`config.mk`:
```
export PLATFORM = sky130hd
export DESIGN_NAME = i2c_master_ctrl
export DESIGN_NICKNAME = d
export VERILOG_FILES = /design/src/rtl/i2c_master_ctrl.sv
export SDC_FILE = /design/constraint.sdc
export NUM_CORES = 1
export LEC_CHECK = 0
export BUFFER_PORTS_ARGS = -buffer_cell sky130_fd_sc_hd__buf_2
export CAP_MARGIN = 15
export CORE_UTILIZATION = 52
export CTS_CLUSTER_SIZE = 14
export DETAILED_ROUTE_END_ITERATION = 10
export MAX_ROUTING_LAYER = met4
export PLACE_DENSITY = 0.8
export SLEW_MARGIN = 20
export SYNTH_ARGS = -nofsm -noshare
export SYNTH_HDL_FRONTEND = slang
export SYNTH_SLANG_ARGS = --single-unit
```
`constraint.sdc`:
```
create_clock -name clk -period 2.4 [get_ports clk]
set_clock_uncertainty 0.1 [all_clocks]
set_input_delay 0.48 -clock clk [delete_from_list [all_inputs] [get_ports clk]]
set_output_delay 0.48 -clock clk [all_outputs]
set_load 0.005 [all_outputs]
```
`src/rtl/i2c_master_ctrl.sv`:
```
// i2c_master_ctrl: byte-oriented I2C master doing one register write or read per go edge
module i2c_master_ctrl #(
  parameter int CLK_DIV = 125
) (
  input  logic       clk,
  input  logic       rst,
  input  logic [8:0] i2c_addr,
  input  logic [7:0] i2c_slave_addr,
  input  logic [7:0] i2c_tx_data,
  output logic       i2c_wr_en,
  output logic [1:0] i2c_sts,
  output logic [7:0] i2c_rd_data,
  input  logic       scl_in,
  input  logic       sda_in,
  output logic       scl_oe,
  output logic       sda_oe
);
  typedef enum logic [2:0] {IDLE, START, TX_BYTE, ACK_RX, RSTART, RX_BYTE, STOP, DONE} state_t;
  state_t      r_state, w_next;
  logic [11:0] r_div;
  logic [1:0]  r_q, r_byte, w_byte_n, r_sts;
  logic [2:0]  r_bit;
  logic [7:0]  r_addr, r_slv, r_tx, r_sh, r_rx, r_rd, w_sh_n;
  logic        r_go_d, r_nack, r_samp, r_wr_en, w_nack_n;
  logic        w_busy, w_hold, w_tick, w_qend, w_req;
  assign w_busy = r_state != IDLE && r_state != DONE;
  // a slave holding SCL low while we release it freezes the quarter divider
  assign w_hold = w_busy && r_q[1] && !scl_oe && !scl_in;
  assign w_tick = w_busy && !w_hold && r_div == 12'(CLK_DIV - 1);
  assign w_qend = w_tick && &r_q;
  assign w_req  = r_state == IDLE && i2c_addr[8] && !r_go_d;
  assign i2c_wr_en   = r_wr_en;
  assign i2c_sts     = r_sts;
  assign i2c_rd_data = r_rd;
  always_comb begin
    w_next   = r_state;
    w_sh_n   = {r_sh[6:0], 1'b0};
    w_byte_n = r_byte;
    w_nack_n = r_nack;
    scl_oe   = 1'b0;
    sda_oe   = 1'b0;
    case (r_state)
      IDLE: w_next = w_req ? START : IDLE;
      START: begin
        sda_oe = r_q[1];
        if (w_qend) begin
          w_next = TX_BYTE;
          w_sh_n = {r_slv[7:1], 1'b0};
        end
      end
      TX_BYTE: begin
        scl_oe = ~r_q[1];
        sda_oe = ~r_sh[7];
        if (w_qend && r_bit == 3'd7) w_next = ACK_RX;
      end
      ACK_RX: begin
        scl_oe = ~r_q[1];
        if (w_qend) begin
          w_byte_n = r_byte + 2'd1;
          // byte 3 is the master's own NACK after read data, so its sample is ignored
          if (r_samp && r_byte != 2'd3) begin
            w_nack_n = 1'b1;
            w_next   = STOP;
          end else begin
            case (r_byte)
              2'd0: begin w_next = TX_BYTE; w_sh_n = r_addr; end
              2'd1: begin w_next = r_slv[0] ? RSTART : TX_BYTE; w_sh_n = r_tx; end
              2'd2: w_next = r_slv[0] ? RX_BYTE : STOP;
              default: w_next = STOP;
            endcase
          end
        end
      end
      RSTART: begin
        scl_oe = ~r_q[1];
        sda_oe = &r_q;
        if (w_qend) begin
          w_next = TX_BYTE;
          w_sh_n = {r_slv[7:1], 1'b1};
        end
      end
      RX_BYTE: begin
        scl_oe = ~r_q[1];
        if (w_qend && r_bit == 3'd7) w_next = ACK_RX;
      end
      STOP: begin
        scl_oe = r_q == 2'd0;
        sda_oe = ~r_q[1];
        if (w_qend) w_next = DONE;
      end
      default: w_next = IDLE;
    endcase
  end
  always_ff @(posedge clk) begin
    if (rst) begin
      r_state <= IDLE;
      r_div   <= '0;
      r_q     <= '0;
      r_bit   <= '0;
      r_byte  <= '0;
      r_addr  <= '0;
      r_slv   <= '0;
      r_tx    <= '0;
      r_sh    <= '0;
      r_rx    <= '0;
      r_go_d  <= 1'b0;
      r_nack  <= 1'b0;
      r_samp  <= 1'b0;
      r_wr_en <= 1'b0;
      r_sts   <= '0;
      r_rd    <= '0;
    end else begin
      r_state <= w_next;
      r_go_d  <= i2c_addr[8];
      r_wr_en <= w_req || r_state == DONE;
      if (w_req) begin
        r_addr <= i2c_addr[7:0];
        r_slv  <= i2c_slave_addr;
        r_tx   <= i2c_tx_data;
        r_sts  <= 2'b01;
        r_rd   <= i2c_tx_data;
        r_nack <= 1'b0;
        r_div  <= '0;
        r_q    <= '0;
        r_bit  <= '0;
        r_byte <= '0;
      end else begin
        r_div <= (w_tick || !w_busy) ? '0 : r_div + {11'b0, ~w_hold};
        r_q   <= r_q + {1'b0, w_tick};
        if (w_tick && r_q == 2'd2) r_samp <= sda_in;
        if (w_tick && r_q == 2'd2 && r_state == RX_BYTE) r_rx <= {r_rx[6:0], sda_in};
        if (w_qend) begin
          r_sh   <= w_sh_n;
          r_byte <= w_byte_n;
          r_nack <= w_nack_n;
          r_bit  <= r_bit + 3'(r_state == TX_BYTE || r_state == RX_BYTE);
        end
        if (r_state == DONE) begin
          r_sts <= {r_nack, 1'b0};
          r_rd  <= (r_slv[0] && !r_nack) ? r_rx : r_tx;
        end
      end
    end
  end
endmodule

```
==> run summary <==
CTS Root Cell: clkbuf_8
post-synth cell types: 45
Worst Max-Slew Pin Slew: 490 ps
Slew Limit Fails: 0
CTS max path bufs: 2
setup violators final: 0
crit path time final: 2260 ps
Critical Path, Cell by Cell: buf_4 -> nand2b_1 -> nor2_1 -> a21oi_1 -> o32ai_1 -> buf_2
CP delay by family, top: flip-flops
drt wl/cell: 14.3 um
die width: 83.2 um
total negative setup slack: 0 ps
CP Capture Point: sda_oe
Layout area overhead: 14.0%
Port Buffers: 41
first-pass GRT wire length: 12,700 um
CTS sink count: 76
max_cap viols: 0
Placed Instance Area: 3740 um2
crit start category: flop
vias in the first global route: 2,732
drt first pass iters: 4
Synth async-reset ratio: 0%
Clk Latency, worst-skew pair: 350 ps
Routed Antenna Nets: 0
TritonCTS clock tree: done
smallest hold slack: 263 ps
final worst-path cycle share: 94.2%
top_reg_cell synth: dfxtp_1
Post-Syn Area: 3430 um2
Register-to-Register Path Depth: 6
total number of vias: 2,919
die area: 6930 um2
R2R setup slack: 190 ps
commonest non-fill, non-tap cell in the layout: dfxtp_1
Slew headroom: 67.1%
Ys Warns: 0
# diodes: 0
WL final: 7510 um
slack of the critical path: 140 ps
clk slew on worst S/H paths: 80 ps
CP Buf/Inv Count: 2
Core Region: 6350 um2
CP endpoint kind: output pin
starting DRC count in detailed routing: 207
I/O pins: 42
stages on the worst setup path: 6
# nets final: 482
outcome: completed
Starting Density: 54.0%
Total Power: 2.64 mW
gr usage total: 23.6%
critical path arrival: 1680 ps
EDFF count, synth: 0
Worst Setup SP: r_state[1]
DIE HEIGHT: 83.2 um
flop and latch count out of synthesis: 76
largest net degree at the start of global routing: 38
H-tree levels: 3
type of the worst setup path: reg2out
R2R Path End: r_rx[4]
Syn Inst Count: 401
fraction of layout cells with a size suffix above 1: 18.0%
pre-CTS setup slack: 160 ps
most frequent cells in the layout: 74 x dfxtp_1, 68 x nand2_1, 48 x nor2_1
FILL cells: 554
DRC violations left: 0
RSZ-0062 raised after global routing: false
WP data required: 1820 ps
Via density: 5.55
Lkg Pwr: 1.47 nW
CP peak stage delay: 400 ps
final hold violation count: 0
Avg Inst Size Synth: 8.56 um2
number of core rows: 29
RePlAce Congestion: 0.856
Hold WC Path Type: in2reg
fraction of the yosys area taken by sequential cells: 44.3%
pwr dens: 675 nW/um2
Num CTS Buffers: 9
final instance area: 3910 um2
Mapped Nets: 439
Detailed Place HPWL: 5250 um
CP max stage cell: dfxtp_2
remaining global-route overflow: 0
initial antenna violation count: 0
VDD IR-drop max: 0.479 mV
fmax: 442 MHz
R2R Path Start: r_state[0]
worst-path maximum fanout: 9
==> cells in the mapped netlist (2+ instances only) <==
library cell / count / area (um2)
a211oi_1: 8 / 60.1
a21oi_1: 42 / 210
a222oi_1: 7 / 70.1
a22o_1: 8 / 70.1
a31oi_1: 2 / 12.5
and3_1: 5 / 31.3
buf_6: 2 / 22.5
clkbuf_1: 21 / 78.8
dfxtp_1: 76 / 1520
ha_1: 9 / 113
inv_1: 9 / 33.8
mux2i_1: 21 / 210
nand2_1: 68 / 255
nand2b_1: 5 / 31.3
nand3_1: 11 / 55.1
nand3b_1: 3 / 22.5
nor2_1: 48 / 180
nor2b_1: 2 / 12.5
nor3_1: 6 / 30.0
nor4_1: 2 / 12.5
o211ai_1: 8 / 60.1
o21ai_0: 3 / 15.0
xnor2_1: 10 / 87.6
xor2_1: 4 / 35.0
==> final cells by class <==
cell class	count	area (um2)	area share [%]
timing repair buffer	57	325	8.31
inverter	9	33.8	0.863
tap	77	96.3	2.46
clock buffer	12	135	3.45
clock inverter	4	26.3	0.671
sequential	76	1520	38.9
multi-input combinational	291	1770	45.3
==> registers in the layout, summed over array words and instances (netlist names) <==
| register | count |
|---|---|
| i2c_wr_en | 1 |
| r_bit | 3 |
| r_rx | 8 |
| r_q | 2 |
| r_sh | 8 |
| r_div | 12 |
| r_slv | 8 |
| i2c_rd_data | 8 |
| r_go_d | 1 |
| r_byte | 2 |
| r_state | 3 |
| r_tx | 8 |
| r_nack | 1 |
| i2c_sts | 2 |
| r_addr | 8 |
| r_samp | 1 |
==> how the worst min path moves through the flow <==
stage,depth (start not counted),end,startpoint
after floorplan,2,r_slv[1],r_slv[1]
after global placement,2,r_addr[6],r_addr[6]
after detailed placement,2,i2c_sts[0],i2c_sts[0]
after CTS,3,r_slv[4],i2c_slave_addr[4]
after global routing,3,r_slv[4],i2c_slave_addr[4]
final,3,r_addr[1],i2c_addr[1]
==> what timing repair did <==
| action | in CTS | in global routing |
|---|---|---|
| buffers inserted | 0 | 0 |
| resized for setup | 0 | 3 |
| setup endpoints to repair | 0 | 2 |
| hold buffers | 0 | 0 |
==> layer usage <==
layer / vias to the layer above / track usage, % / part of all wire, %
li1: 1490 / - / -
met1: 1346 / 29.8 / 46
met2: 69 / 37.1 / 47
met3: 14 / 3.58 / 3.8
met4: 0 / 11.0 / 2.5
met5: - / - / 0
==> worst register-to-register path, stage by stage, from the launching register on <==
cell,delay (ps)
dfxtp_1,380
and3_4,220
or4b_4,620
nor4_4,270
buf_4,230
mux2i_1,200
nor2_1,60
==> through the flow <==
stage / std cells / util (%)
floorplan: 401 / -
global placement: 510 / 59.0
detailed placement: 510 / 59.0
CTS: 526 / 61.5
global route: 526 / 61.6
finish: 526 / 61.6
==> cell families after synthesis <==
group	after synthesis	synth area share (%)
adder cells (fa/ha/maj)	9	3.28
AND/OR/NAND/NOR	161	21.9
buffers and inverters	34	4.19
flip-flops	76	44.3
XOR/XNOR	14	3.57
multiplexers	21	6.12
AO/OA/AOI/OAI	86	16.6
==> report_power, final <==
group	internal [mW]	switching, mW	total [mW]
Combinational	0.177	0.251	0.428
Sequential	1.33	0.0546	1.39
Clock	0.375	0.454	0.829
Power figures use the tool's default switching activity.
